File: src/rtl/id_stage_fwd.sv
// id_stage_fwd: MIPS decode stage for the logic / shift / LUI group with a
// registered ID/EX pipeline register, register-file read, RAW forwarding
// and load-use stall detection.
//
// Build option: define ID_FWD_EN to enable forwarding from the EX and MEM
// stages. Without it, operands come straight from the register file and
// the stage stalls on any pending EX/MEM write to a source register.
module id_stage_fwd #(
    parameter int DATA_W   = 32,
    parameter int ADDR_W   = 5,
    parameter int ALUOP_W  = 8,
    parameter int ALUSEL_W = 3
) (
    input  logic                clk,
    input  logic                rst,
    input  logic [31:0]         pc_i,
    input  logic [31:0]         inst_i,
    input  logic                if_valid_i,
    input  logic [DATA_W-1:0]   reg1_data_i,
    input  logic [DATA_W-1:0]   reg2_data_i,
    output logic                reg1_read_o,
    output logic                reg2_read_o,
    output logic [ADDR_W-1:0]   reg1_addr_o,
    output logic [ADDR_W-1:0]   reg2_addr_o,
    input  logic                ex_wreg_i,
    input  logic [ADDR_W-1:0]   ex_wd_i,
    input  logic [DATA_W-1:0]   ex_wdata_i,
    input  logic                ex_is_load_i,
    input  logic                mem_wreg_i,
    input  logic [ADDR_W-1:0]   mem_wd_i,
    input  logic [DATA_W-1:0]   mem_wdata_i,
    input  logic                stall_ex_i,
    input  logic                flush_i,
    output logic                stall_req_o,
    output logic                ex_valid_o,
    output logic [31:0]         ex_pc_o,
    output logic [ALUOP_W-1:0]  ex_aluop_o,
    output logic [ALUSEL_W-1:0] ex_alusel_o,
    output logic [DATA_W-1:0]   ex_reg1_o,
    output logic [DATA_W-1:0]   ex_reg2_o,
    output logic [ADDR_W-1:0]   ex_wd_o,
    output logic                ex_wreg_o,
    output logic                ex_invalid_o
);

    localparam logic [ALUOP_W-1:0]  OP_NOP  = ALUOP_W'(8'h00);
    localparam logic [ALUOP_W-1:0]  OP_AND  = ALUOP_W'(8'h24);
    localparam logic [ALUOP_W-1:0]  OP_OR   = ALUOP_W'(8'h25);
    localparam logic [ALUOP_W-1:0]  OP_XOR  = ALUOP_W'(8'h26);
    localparam logic [ALUOP_W-1:0]  OP_NOR  = ALUOP_W'(8'h27);
    localparam logic [ALUOP_W-1:0]  OP_SLL  = ALUOP_W'(8'h7C);
    localparam logic [ALUOP_W-1:0]  OP_SRL  = ALUOP_W'(8'h02);
    localparam logic [ALUOP_W-1:0]  OP_SRA  = ALUOP_W'(8'h03);
    localparam logic [ALUSEL_W-1:0] SEL_NOP   = ALUSEL_W'(3'b000);
    localparam logic [ALUSEL_W-1:0] SEL_LOGIC = ALUSEL_W'(3'b001);
    localparam logic [ALUSEL_W-1:0] SEL_SHIFT = ALUSEL_W'(3'b010);

    logic [5:0]          op_s;
    logic [5:0]          funct_s;
    logic [ADDR_W-1:0]   rs_s;
    logic [ADDR_W-1:0]   rt_s;
    logic [ADDR_W-1:0]   rd_s;
    logic [DATA_W-1:0]   imm_zext_s;
    logic [DATA_W-1:0]   imm_lui_s;
    logic [DATA_W-1:0]   imm_sa_s;

    logic [ALUOP_W-1:0]  aluop_s;
    logic [ALUSEL_W-1:0] alusel_s;
    logic                read1_s;
    logic                read2_s;
    logic [ADDR_W-1:0]   wd_s;
    logic                wreg_s;
    logic                invalid_s;
    logic [DATA_W-1:0]   imm_s;

    logic                ex_hit1_s;
    logic                ex_hit2_s;
    logic                mem_hit1_s;
    logic                mem_hit2_s;
    logic [DATA_W-1:0]   opnd1_s;
    logic [DATA_W-1:0]   opnd2_s;
    logic                stall_s;

    assign op_s       = inst_i[31:26];
    assign funct_s    = inst_i[5:0];
    assign rs_s       = ADDR_W'(inst_i[25:21]);
    assign rt_s       = ADDR_W'(inst_i[20:16]);
    assign rd_s       = ADDR_W'(inst_i[15:11]);
    assign imm_zext_s = DATA_W'(inst_i[15:0]);
    assign imm_lui_s  = DATA_W'($signed({inst_i[15:0], 16'h0000}));
    assign imm_sa_s   = DATA_W'(inst_i[10:6]);

    // Instruction decode: ALU controls, read enables, destination, immediate.
    always_comb begin
        aluop_s   = OP_NOP;
        alusel_s  = SEL_NOP;
        read1_s   = 1'b0;
        read2_s   = 1'b0;
        wd_s      = {ADDR_W{1'b0}};
        wreg_s    = 1'b0;
        invalid_s = 1'b0;
        imm_s     = {DATA_W{1'b0}};
        case (op_s)
            6'h00: begin
                case (funct_s)
                    6'h24, 6'h25, 6'h26, 6'h27: begin
                        aluop_s  = ALUOP_W'(funct_s);
                        alusel_s = SEL_LOGIC;
                        read1_s  = 1'b1;
                        read2_s  = 1'b1;
                        wd_s     = rd_s;
                        wreg_s   = 1'b1;
                    end
                    6'h00, 6'h02, 6'h03: begin
                        aluop_s  = (funct_s == 6'h00) ? OP_SLL :
                                   (funct_s == 6'h02) ? OP_SRL : OP_SRA;
                        alusel_s = SEL_SHIFT;
                        read2_s  = 1'b1;
                        imm_s    = imm_sa_s;
                        wd_s     = rd_s;
                        wreg_s   = 1'b1;
                    end
                    6'h04, 6'h06, 6'h07: begin
                        aluop_s  = (funct_s == 6'h04) ? OP_SLL :
                                   (funct_s == 6'h06) ? OP_SRL : OP_SRA;
                        alusel_s = SEL_SHIFT;
                        read1_s  = 1'b1;
                        read2_s  = 1'b1;
                        wd_s     = rd_s;
                        wreg_s   = 1'b1;
                    end
                    6'h0F: begin
                        // SYNC has no effect in this pipeline: a legal NOP.
                        wreg_s = 1'b0;
                    end
                    default: begin
                        invalid_s = 1'b1;
                    end
                endcase
            end
            6'h0C, 6'h0D, 6'h0E: begin
                aluop_s  = (op_s == 6'h0C) ? OP_AND :
                           (op_s == 6'h0D) ? OP_OR : OP_XOR;
                alusel_s = SEL_LOGIC;
                read1_s  = 1'b1;
                imm_s    = imm_zext_s;
                wd_s     = rt_s;
                wreg_s   = 1'b1;
            end
            6'h0F: begin
                // LUI is executed as rs | (imm16 << 16).
                aluop_s  = OP_OR;
                alusel_s = SEL_LOGIC;
                read1_s  = 1'b1;
                imm_s    = imm_lui_s;
                wd_s     = rt_s;
                wreg_s   = 1'b1;
            end
            default: begin
                invalid_s = 1'b1;
            end
        endcase
    end

    // Hits only count for enabled, nonzero sources: $0 is never a hazard.
    assign ex_hit1_s  = read1_s && (rs_s != '0) && ex_wreg_i  && (ex_wd_i  == rs_s);
    assign ex_hit2_s  = read2_s && (rt_s != '0) && ex_wreg_i  && (ex_wd_i  == rt_s);
    assign mem_hit1_s = read1_s && (rs_s != '0) && mem_wreg_i && (mem_wd_i == rs_s);
    assign mem_hit2_s = read2_s && (rt_s != '0) && mem_wreg_i && (mem_wd_i == rt_s);

`ifdef ID_FWD_EN
    // Operand select with forwarding: EX result is newer than MEM result.
    always_comb begin
        opnd1_s = {DATA_W{1'b0}};
        opnd2_s = {DATA_W{1'b0}};
        if (!read1_s)         opnd1_s = imm_s;
        else if (ex_hit1_s)   opnd1_s = ex_wdata_i;
        else if (mem_hit1_s)  opnd1_s = mem_wdata_i;
        else if (rs_s == '0)  opnd1_s = {DATA_W{1'b0}};
        else                  opnd1_s = reg1_data_i;
        if (!read2_s)         opnd2_s = imm_s;
        else if (ex_hit2_s)   opnd2_s = ex_wdata_i;
        else if (mem_hit2_s)  opnd2_s = mem_wdata_i;
        else if (rt_s == '0)  opnd2_s = {DATA_W{1'b0}};
        else                  opnd2_s = reg2_data_i;
    end

    // Only a load in EX cannot be forwarded in time.
    always_comb begin
        stall_s = 1'b0;
        if (!rst && if_valid_i && ex_is_load_i && (ex_hit1_s || ex_hit2_s)) stall_s = 1'b1;
        else stall_s = 1'b0;
    end
`else
    logic unused_s;
    assign unused_s = ^{ex_wdata_i, ex_is_load_i, mem_wdata_i};

    // Operand select without forwarding: register file or immediate.
    always_comb begin
        opnd1_s = {DATA_W{1'b0}};
        opnd2_s = {DATA_W{1'b0}};
        if (!read1_s)         opnd1_s = imm_s;
        else if (rs_s == '0)  opnd1_s = {DATA_W{1'b0}};
        else                  opnd1_s = reg1_data_i;
        if (!read2_s)         opnd2_s = imm_s;
        else if (rt_s == '0)  opnd2_s = {DATA_W{1'b0}};
        else                  opnd2_s = reg2_data_i;
    end

    // Any pending EX/MEM write to a source register must drain first.
    always_comb begin
        stall_s = 1'b0;
        if (!rst && if_valid_i &&
            (ex_hit1_s || ex_hit2_s || mem_hit1_s || mem_hit2_s)) stall_s = 1'b1;
        else stall_s = 1'b0;
    end
`endif

    assign stall_req_o = stall_s;
    assign reg1_read_o = rst ? 1'b0 : read1_s;
    assign reg2_read_o = rst ? 1'b0 : read2_s;
    assign reg1_addr_o = rs_s;
    assign reg2_addr_o = rt_s;

    // ID/EX register: reset, flush, downstream hold, bubble, or capture.
    always_ff @(posedge clk) begin
        if (rst || flush_i) begin
            ex_valid_o   <= 1'b0;
            ex_pc_o      <= 32'h0000_0000;
            ex_aluop_o   <= OP_NOP;
            ex_alusel_o  <= SEL_NOP;
            ex_reg1_o    <= {DATA_W{1'b0}};
            ex_reg2_o    <= {DATA_W{1'b0}};
            ex_wd_o      <= {ADDR_W{1'b0}};
            ex_wreg_o    <= 1'b0;
            ex_invalid_o <= 1'b0;
        end else if (stall_ex_i) begin
            ex_valid_o   <= ex_valid_o;
            ex_pc_o      <= ex_pc_o;
            ex_aluop_o   <= ex_aluop_o;
            ex_alusel_o  <= ex_alusel_o;
            ex_reg1_o    <= ex_reg1_o;
            ex_reg2_o    <= ex_reg2_o;
            ex_wd_o      <= ex_wd_o;
            ex_wreg_o    <= ex_wreg_o;
            ex_invalid_o <= ex_invalid_o;
        end else if (stall_s || !if_valid_i) begin
            ex_valid_o   <= 1'b0;
            ex_pc_o      <= 32'h0000_0000;
            ex_aluop_o   <= OP_NOP;
            ex_alusel_o  <= SEL_NOP;
            ex_reg1_o    <= {DATA_W{1'b0}};
            ex_reg2_o    <= {DATA_W{1'b0}};
            ex_wd_o      <= {ADDR_W{1'b0}};
            ex_wreg_o    <= 1'b0;
            ex_invalid_o <= 1'b0;
        end else begin
            ex_valid_o   <= 1'b1;
            ex_pc_o      <= pc_i;
            ex_aluop_o   <= aluop_s;
            ex_alusel_o  <= alusel_s;
            ex_reg1_o    <= opnd1_s;
            ex_reg2_o    <= opnd2_s;
            ex_wd_o      <= wd_s;
            ex_wreg_o    <= wreg_s;
            ex_invalid_o <= invalid_s;
        end
    end

endmodule

File: config.mk
export PLATFORM = sky130hd
export DESIGN_NAME = id_stage_fwd
export DESIGN_NICKNAME = d
export VERILOG_FILES = /design/src/rtl/id_stage_fwd.sv
export SDC_FILE = /design/constraint.sdc
export NUM_CORES = 1
export LEC_CHECK = 0
export CORE_ASPECT_RATIO = 0.5
export CORE_MARGIN = 5
export CORE_UTILIZATION = 38
export DETAILED_ROUTE_END_ITERATION = 10
export PLACE_DENSITY_LB_ADDON = 0.25
export SLEW_MARGIN = 20
export SYNTH_ARGS = -nofsm -noshare
export SYNTH_HDL_FRONTEND = slang
export SYNTH_SLANG_ARGS = --single-unit
File: constraint.sdc
create_clock -name clk -period 3.9 [get_ports clk]
set_clock_uncertainty 0.15 [all_clocks]
set_input_delay 0.975 -clock clk [delete_from_list [all_inputs] [get_ports clk]]
set_output_delay 0.975 -clock clk [all_outputs]
set_load 0.05 [all_outputs]
Word-level counts from Yosys, hierarchy flattened
Cells that the tools add are included.
{"block": "totals", "output_inout_bits": 128, "ff_bits": 115, "input_bits": 210, "latch_bits": 0, "mem_bits_rw": 0, "rom_bits": 0, "n_memories": 0}
{"block": "classes", "reduce_logical": 34, "muxes": 37, "order_cmp": 0, "n_mul": 0, "n_eq_ne": 18, "shifts": 0, "div": 0, "n_addsub": 0, "n_bitwise": 0}
{"operator": "2-to-1 mux 32 bit", "count": 7}
{"operator": "case mux 32 bit (3 select lines)", "count": 1}
{"operator": "case mux 7 bit (3 select lines)", "count": 2}
{"operator": "== test 6 x 4 -> 1 bit (second input constant)", "count": 5}
{"operator": "== test 6 bit (second input constant)", "count": 4}
{"operator": "== test 5 bit", "count": 4}
{"operator": "== test 6 x 3 -> 1 bit (second input constant)", "count": 3}
{"operator": "2-to-1 mux 5 bit", "count": 3}
{"operator": "2-to-1 mux 7 bit", "count": 2}
{"operator": "== test 6 x 2 -> 1 bit (second input constant)", "count": 2}
{"operator": "logical AND 1 bit", "count": 12}
{"operator": "logical NOT 6 bit", "count": 2}
{"operator": "2-to-1 mux 1 bit", "count": 12}
{"operator": "OR reduction 11 bit", "count": 1}
{"operator": "logical NOT 5 bit", "count": 2}
{"operator": "case mux 5 bit (2 select lines)", "count": 1}
{"operator": "nonzero test 5 bit", "count": 2}
{"operator": "OR reduction 10 bit", "count": 1}
{"operator": "OR reduction 3 bit", "count": 3}
{"operator": "2-to-1 mux 8 bit", "count": 1}
{"operator": "case mux 2 bit (2 select lines)", "count": 2}
{"operator": "OR reduction 4 bit", "count": 2}
{"operator": "OR reduction 7 bit", "count": 1}
{"operator": "case mux 1 bit (2 select lines)", "count": 3}
{"operator": "other kinds (5)", "count": 11}

Depth between registers and ports, before layout
Gate-level depths: netlist of run 1.
{"block": "depth", "ltp_word": 14, "depth_mapped": 8, "depth_no_buf": 5}

Worst setup path before layout of run 1
No wires, ideal clock.
{"block": "synth_path", "path_type": "input-to-output", "from": "input port inst_i[31]", "to": "output port reg2_read_o", "stages": 3, "arrival_time_ps": 2575, "setup_slack_ps": 200, "t_required_ps": 2775, "path_cell_list": "nor4_2 -> nand2_1 -> nor3_1"}
{"block": "synth_between", "elab_chain_len": 3}
{"item": "start, declared", "line_no": "17", "source": "input logic [31:0] inst_i,"}
{"item": "logical NOT 6 bit", "line_no": "103", "source": "case (op_s)"}
{"item": "2-to-1 mux 1 bit", "line_no": "103"}
{"item": "2-to-1 mux 1 bit", "line_no": "221", "source": "assign reg2_read_o = rst ? 1'b0 : read2_s;"}
{"item": "end, declared", "line_no": "22", "source": "output logic reg2_read_o,"}
No other way between the ends.

Worst setup path after layout of run 1
{"block": "layout_path", "from": "input port inst_i[24]", "to": "output port stall_req_o"}
{"block": "layout_between", "elab_chain_len": 9, "word_cells_on_any_way": 13}
{"item": "nonzero test 5 bit", "line_no": "166, 168"}
{"item": "logical AND 1 bit", "line_no": "166, 168"}
{"item": "logical AND 1 bit (2 in a row)", "line_no": "166", "source": "assign ex_hit1_s = read1_s && (rs_s != '0) && ex_wreg_i && (ex_wd_i == rs_s);"}
{"item": "logical OR 1 bit", "line_no": "214", "source": "(ex_hit1_s || ex_hit2_s || mem_hit1_s || mem_hit2_s)) stall_s = 1'b1;"}
{"item": "logical OR 1 bit * (2 in a row)", "line_no": "214"}
{"item": "logical AND 1 bit *", "line_no": "213", "source": "if (!rst && if_valid_i &&"}
{"item": "2-to-1 mux 1 bit *", "line_no": "213"}
{"item": "end, declared", "line_no": "34", "source": "output logic stall_req_o,"}
Mark *: on every way between the ends. The rest lies on a longest branch, timed or not.

==> impl_metrics.csv, run 1 <==
group,metric,value,unit
detailed_routing,route.met3.wl,1.333,mm
power,swShare,0.2494,
synthesis,ys_seq_elements,113,
synthesis,synth_ff_type,"dfxtp_1",
critical_path,setup.worst_path.start,"inst_i[24]",
final_layout,multiInputGateArea,2273,um2
detailed_routing,first_pass_iters,5,
die,rows,29,
sta,finalCritPeriodShare,0.9856,
critical_path,cp_max_fo,4,
sta,relSlewSlack,0.5825,
clock_tree,cts_root_buf,"clkbuf_16",
clock_tree,h-tree-depth,4,
detailed_routing,drcViolationCount,0,
die,core_area,12700,um2
critical_path,r2r-start,"ex_invalid_o$_SDFFE_PP0N_",
detailed_routing,drt-met1-wl,6.856,mm
power,p_leak,0.003073,uW
critical_path,cp.required,2.77,ns
placement,gp_congestion,0.8169,
clock_tree,cts_sinks,113,
sta,tightest_slew,0.6263,ns
synthesis,synthCells,574,
synthesis,postSynthAreaPerCell,8.593,um2
final_layout,seq_area,2262,um2
detailed_routing,wl_met2,8.533,mm
final_layout,drive_gt1_frac,0.1434,
synthesis,synth_seq_area_share,0.4587,
synthesis,async_flop_share,0,
detailed_routing,drtIter0Drc,327,
power,seqPwrFrac,0.380,
outcome,status,"finished, final reports clean",
synthesis,mappedNetlistArea,4932,um2
power,peakVddDrop,254.7,uV
final_layout,nets,1055,
placement,hpwl,12.83,mm
placement,post-place-ws,0.07344,ns
grt,grt_pass1_vias,5030,
die,start_util,0.3884,
final_layout,area_growth,72.15,%
grt,gr-total-overflow,0,
detailed_routing,ant_nets,0,
grt,antenna_found_initial,0,
synthesis,synth_edf_count,0,
critical_path,cp-end-kind,"output port",
critical_path,r2r-end,"ex_invalid_o$_SDFFE_PP0N_",
final_layout,antennaDiodeCount,0,
clock_tree,cts_tree,"built",
sta,hold_slack,0.2889,ns
sta,finalHoldViolations,0,
grt,grt_pass1_wl,26.66,mm
sta,setup_ws,0.05627,ns
critical_path,worstSetupEndpoint,"stall_req_o",
critical_path,ff2ff_path_depth,1,
sta,setup_violations,0,
synthesis,synth_cell_type_count,48,
placement,place_inst,995,
run,max-cap-violations,0,
clock_tree,cts.clk_slew.worst_paths,0.05,ns
power,p_comb_frac,0.122,
die,die_h,90.56,um
critical_path,r2r_slack,3.14,ns
clock_tree,clkLatencyLatePin,0.39,ns
synthesis,synth_warnings,0,
power,p_int,2307,uW
min_path,min_path_type,"reg -> reg",
die,dieWidth,171.1,um
die,ios,338,
final_layout,fillers,1030,
critical_path,critical_path_class,"in -> out",
grt,grt_max_degree,82,
critical_path,worstSetupStartpointType,"input port",
placement,port_buffers,270,
detailed_routing,avgViaCountPerCell,4.931,
sta,drv_slew,0,
power,p_per_area,362.0,nW/um2
sta,min_period,3.844,ns
power,p_clk_frac,0.498,
detailed_routing,vias,5069,
clock_tree,clock_path_buffers,2,
detailed_routing,wl_per_cell,16.72,um
final_layout,fin_cells,1028,
power,p_switching,766.5,uW
grt,grt_usage,0.2131,
detailed_routing,maxUsedRoutingLayer,"met4",
die,dieArea,15500,um2
clock_tree,numCtsBuffers,17,
detailed_routing,routed_wl,17.19,mm
sta,max_freq,0.2602,GHz
critical_path,crit_arrival,2.72,ns
metrics by stage:
step	setup TNS [ns]	total power (uW)	area, um2	util
2_1_floorplan	0	1341	4936	-
3_3_place_gp	0	1559	7868	0.6195
3_5_place_dp	0	1563	7868	0.6195
4_1_cts	0	3105	8453	0.6656
5_1_grt	-0.01300	3195	8491	0.6686
6_report	0	3074	8491	0.6686
critical path: stages:
cell,delay [ns]
clkdlybuf4s50_1,0.49
or4_1,0.63
o2bb2ai_4,0.19
o22ai_1,0.09
and2_1,0.19
buf_12,0.15
area by class of cell:
cell class | instances | area share
well taps | 170 | 0.02505
repair buffers | 303 | 0.3572
multi-input cells | 377 | 0.2678
clock inverters | 14 | 0.01842
clock buffers | 18 | 0.05055
inverters | 33 | 0.01459
flip-flops and latches | 113 | 0.2664
kinds of logic (layout without fill, tap and decap cells):
logic type | Yosys count | after routing | synth area share
flops | 113 | 113 | 0.4587
buf+inv | 85 | 368 | 0.09107
compound gates | 171 | 171 | 0.2344
other cells | 1 | 2 | 0.0007603
xor+xnor | 20 | 20 | 0.03552
simple gates | 184 | 184 | 0.1796
routing by layer:
metal,vias to the layer above,track usage
met4,0,0.08965
met1,2330,0.2554
li1,2534,-
met2,177,0.3622
met5,-,0
met3,28,0.05422
flip-flops by register name (all words and copies together) (netlist names), 2 cells and up:
signal and flops:
ex_aluop_o 7, ex_alusel_o 2, ex_pc_o 32, ex_reg1_o 32, ex_reg2_o 32, ex_wd_o 5
timing repair:
| item | CTS | global route |
|---|---|---|
| resized for setup | 0 | 4 |
| hold buffers | 0 | 0 |
| setup buffers | 0 | 1 |
| endpoints found under the setup margin | 0 | 1 |
layout by cell type, fill, tap and decap left out, types with 8 or more instances in the layout:
master,Yosys,layout
buf_4,12,33
o21ai_0,26,26
xor2_1,20,20
nor2_1,8,8
clkdlybuf4s50_1,0,261
inv_1,33,33
nand4_1,27,27
a22oi_1,44,43
o21ai_1,48,48
o21ai_2,39,39
nand2_1,118,118
clkbuf_16,0,17
buf_12,0,8
dfxtp_1,113,113
cells in the mapped netlist (2+ instances only):
| library cell | number | share of area |
|---|---|---|
| clkbuf_2 | 5 | 0.0051 |
| a22oi_1 | 44 | 0.067 |
| nor3b_1 | 2 | 0.0030 |
| clkbuf_1 | 15 | 0.011 |
| and3_1 | 3 | 0.0038 |
| nor4_1 | 5 | 0.0063 |
| xor2_1 | 20 | 0.036 |
| buf_6 | 9 | 0.021 |
| a21oi_1 | 3 | 0.0030 |
| nor3_1 | 2 | 0.0020 |
| a31oi_1 | 2 | 0.0025 |
| o21ai_0 | 26 | 0.026 |
| nand4_1 | 27 | 0.034 |
| buf_1 | 2 | 0.0015 |
| buf_4 | 12 | 0.018 |
| or4_1 | 2 | 0.0030 |
| inv_1 | 33 | 0.025 |
| nand2b_1 | 3 | 0.0038 |
| buf_2 | 9 | 0.0091 |
| dfxtp_1 | 113 | 0.46 |
| o21ai_1 | 48 | 0.049 |
| o21ai_2 | 39 | 0.069 |
| nor2_1 | 8 | 0.0061 |
| nand2_1 | 118 | 0.090 |
power groups by stage:
| stage | clock (uW) | sequential [uW] | combinational (uW) |
|---|---|---|---|
| after CTS | 1570 | 1170 | 373 |
| after detailed placement | 0 | 1190 | 370 |
| after floorplan | 0 | 1220 | 116 |
| after global routing | 1630 | 1170 | 397 |
| after global placement | 0 | 1190 | 366 |
| final | 1530 | 1170 | 374 |
how the worst min path moves through the flow:
stage / slack, ns / cells past startpoint / start / to
3_5_place_dp: 0.29 / 2 / ex_valid_o$_SDFFE_PP0N_ / ex_valid_o$_SDFFE_PP0N_
4_1_cts: 0.29 / 2 / ex_valid_o$_SDFFE_PP0N_ / ex_valid_o$_SDFFE_PP0N_
3_3_place_gp: 0.28 / 2 / ex_reg1_o[16]$_SDFFE_PP0N_ / ex_reg1_o[16]$_SDFFE_PP0N_
6_report: 0.29 / 2 / ex_valid_o$_SDFFE_PP0N_ / ex_valid_o$_SDFFE_PP0N_
5_1_grt: 0.31 / 2 / ex_reg1_o[0]$_SDFFE_PP0N_ / ex_reg1_o[0]$_SDFFE_PP0N_
2_1_floorplan: 0.51 / 2 / ex_valid_o$_SDFFE_PP0N_ / ex_valid_o$_SDFFE_PP0N_
Note: power is estimated with default switching activity, not from simulation.
==> run 2: changes to the inputs <==
--- a/config.mk
+++ b/config.mk
@@ -5,6 +5,7 @@
 export SDC_FILE = /design/constraint.sdc
 export NUM_CORES = 1
 export LEC_CHECK = 0
+export CAP_MARGIN = 0
 export CORE_ASPECT_RATIO = 0.5
 export CORE_MARGIN = 5
 export CORE_UTILIZATION = 38
==> results of run 2 <==
Final layout, timing and power as in run 1 (identical DEF).
==> run 3: changes to the inputs <==
--- a/config.mk
+++ b/config.mk
@@ -5,10 +5,11 @@
 export SDC_FILE = /design/constraint.sdc
 export NUM_CORES = 1
 export LEC_CHECK = 0
+export ABC_AREA = 1
 export CAP_MARGIN = 0
-export CORE_ASPECT_RATIO = 0.5
+export CORE_ASPECT_RATIO = 0.9
 export CORE_MARGIN = 5
-export CORE_UTILIZATION = 38
+export CORE_UTILIZATION = 43
 export DETAILED_ROUTE_END_ITERATION = 10
 export PLACE_DENSITY_LB_ADDON = 0.25
 export SLEW_MARGIN = 20
==> run 3 against run 2 <==
  * Area after synthesis grew 27%
  * Utilization rose by 0.34 points
  * Sequential cell count unchanged
  * Power rose by 6.5%
  * Critical path type unchanged
==> impl_metrics.csv, run 3 <==
group,metric,value,unit
sta,relSlewSlack,0.5000,
detailed_routing,first_pass_iters,5,
critical_path,crit_arrival,2.68,ns
power,power,3274,uW
clock_tree,cts_root_buf,"clkbuf_16",
detailed_routing,avgViaCountPerCell,5.054,
grt,antenna_found_initial,1,
die,die_h,124.7,um
min_path,min_from,"ex_reg2_o[7]$_SDFFE_PP0N_",
synthesis,yosysTopAreaCell,"dfxtp_1",
grt,grt_max_degree,114,
sta,finalCritPeriodShare,0.9749,
final_layout,fin_cells,1262,
clock_tree,clkLatencyLatePin,0.41,ns
grt,grt_pass1_wl,33.24,mm
die,dieArea,17130,um2
clock_tree,numCtsBuffers,17,
synthesis,synth_warnings,0,
critical_path,cp.required,2.77,ns
clock_tree,cts_sinks,113,
detailed_routing,wl_per_cell,16.79,um
final_layout,final_cell_mix,"clkdlybuf4s50_1 (255), nand2_1 (155), dfxtp_1 (113)",
clock_tree,cts_tree,"built",
synthesis,synth_cell_type_count,31,
sta,drv_slew,0,
grt,gr-total-overflow,0,
sta,finalHoldViolations,0,
synthesis,mappedNetlistArea,6284,um2
final_layout,area_growth,55.10,%
detailed_routing,routed_wl,21.19,mm
critical_path,r2r-end,"ex_reg2_o[29]$_SDFFE_PP0N_",
detailed_routing,ant_nets,0,
power,p_per_area,335.9,nW/um2
die,rows,42,
placement,place_inst,1229,
run,max-cap-violations,0,
outcome,status,"finished, final reports clean",
synthesis,synth.area.top_cells,"dfxtp_1 (36%), nand3_2 (14%), nand2_1 (9.3%), a21oi_2 (6.3%), nand3_1 (5.7%)",
clock_tree,cts.clk_slew.worst_paths,0.05,ns
sta,tightest_slew,0.7500,ns
sta,rsz0062_at_grt,"false",
critical_path,critical_path_class,"in -> out",
sta,setup_violations,0,
placement,hpwl,14.85,mm
final_layout,nets,1261,
grt,grt_pass1_vias,6255,
grt,grtUsageMet3,0.07431,
detailed_routing,drcViolationCount,0,
synthesis,ys_seq_elements,113,
synthesis,postSynthAreaPerCell,7.767,um2
clock_tree,h-tree-depth,4,
critical_path,cp-end-kind,"output port",
sta,max_freq,0.2630,GHz
critical_path,r2r_slack,3.08,ns
critical_path,cp_max_fo,5,
power,p_leak,0.003456,uW
final_layout,drive_gt1_frac,0.2126,
final_layout,finalCoreUtilization,0.6719,
grt,grt_usage,0.2436,
clock_tree,clock_path_buffers,2,
min_path,holdPathStages,2,
synthesis,synth_top_cell_area_share,0.3600,
grt,grt_most_used_layer,"met2",
synthesis,yosysMostFrequentCell,"nand2_1",
placement,port_buffers,270,
min_path,min_path_type,"reg -> reg",
synthesis,synth_common_cells,"nand2_1 (156), dfxtp_1 (113), nand3_2 (91)",
synthesis,async_flop_share,0,
die,core_area,14500,um2
synthesis,synth_ff_type,"dfxtp_1",
critical_path,r2r-start,"ex_reg2_o[29]$_SDFFE_PP0N_",
critical_path,worstSetupStartpointType,"input port",
grt,use_met2,0.3780,
final_layout,final_common_cell,"clkdlybuf4s50_1",
synthesis,synth_edf_count,0,
power,peakVddDrop,380.0,uV
min_path,holdPathEnd,"ex_reg2_o[7]$_SDFFE_PP0N_",
synthesis,synthCells,809,
die,start_util,0.4332,
grt,use_met1,0.3142,
placement,gp_congestion,0.9550,
final_layout,largestRegisters,"ex_pc_o: 32 flops, ex_reg1_o: 32 flops, ex_reg2_o: 32 flops",
sta,min_period,3.802,ns
synthesis,synth_seq_area_share,0.3600,
detailed_routing,vias,6378,
critical_path,ff2ff_path_depth,2,
die,ios,338,
detailed_routing,drtIter0Drc,384,
die,dieWidth,137.4,um
[run 3: cell types whose count changed in the layout (fill, tap and decap cells not counted), moves of 29 or more]
cell / previous run / this run
nand3_2: 1 / 92
nand3_1: 1 / 69
a21oi_1: 3 / 69
o21ai_1: 48 / 0
a21oi_2: 0 / 46
a22oi_1: 43 / 0
o21ai_2: 39 / 1
nand2_1: 118 / 155
inv_1: 33 / 63
nor2_1: 8 / 37
[run 3: logic make-up (layout without fill, tap and decap cells)]
logic type | count (synthesis) | count (layout) | share of synthesized area
AOI/OAI and AO/OA | 165 | 165 | 0.1619
xor gates and xnor gates | 14 | 14 | 0.01951
buffers and inverters | 141 | 394 | 0.1155
DFF | 113 | 113 | 0.3600
other | 1 | 3 | 0.0005968
and+or+nand+nor | 375 | 375 | 0.3425
[run 3: cell type report]
cell class / count / area (um2)
multi-input combinational: 556 / 3374
inverter: 69 / 259.0
fill: 1265 / 4758
sequential: 113 / 2262
antenna: 1 / 2.502
timing repair buffer: 294 / 2972
clock buffer: 21 / 470.5
clock inverter: 10 / 157.7
tap: 198 / 247.7
[run 3: worst max path at each step]
stage                          start          end  cells past startpoint
final                      inst_i[4]  stall_req_o                     13
after global routing      inst_i[31]  stall_req_o                     13
after CTS                 inst_i[31]  reg1_read_o                     10
after detailed placement   inst_i[3]  stall_req_o                     13
after global placement     inst_i[3]  stall_req_o                     13
after floorplan           inst_i[31]  reg1_read_o                      7
[run 3: worst max-delay path: stages]
cell	delay (ns)
clkdlybuf4s50_1	0.47
nor2_4	0.17
nand3_1	0.12
nand2_1	0.13
nand2_4	0.08
nand3_4	0.10
nand3_1	0.08
nand2_1	0.07
nand2_1	0.08
nand2_4	0.12
nand2_8	0.05
inv_1	0.07
buf_6	0.16
[run 3: repair_timing]
action | 4_1_cts | 5_1_grt
gates cloned | 0 | 0
gates resized for setup | 1 | 18
pin swaps | 0 | 4
hold buffers | 0 | 0
setup endpoints to repair | 1 | 2
buffers inserted | 0 | 1
[run 3: where the power goes]
group          total, uW  internal (uW)  leakage, uW  switching [uW]
Sequential          1170           1160     0.000912            4.44
Combinational        449            207      0.00224             242
Clock               1660           1110     0.000301             544
[run 3: stage by stage]
stage                     setup WS [ns]  setup TNS (ns)  hold WS (ns)  area [um2]
final                           0.09773               0        0.3103        9746
after global routing           0.008260               0        0.3278        9746
after CTS                       0.02030               0        0.3126        9666
after detailed placement      -0.008753       -0.008753        0.3045        9035
after global placement          0.02022               0        0.2984        9035
after floorplan                  0.3653               0        0.5249        6287
[run 3: per-layer routing]
layer | share of wire | up-vias
li1 | - | 3145
met1 | 0.42 | 2962
met2 | 0.46 | 233
met3 | 0.090 | 38
met4 | 0.029 | 0
met5 | 0 | -
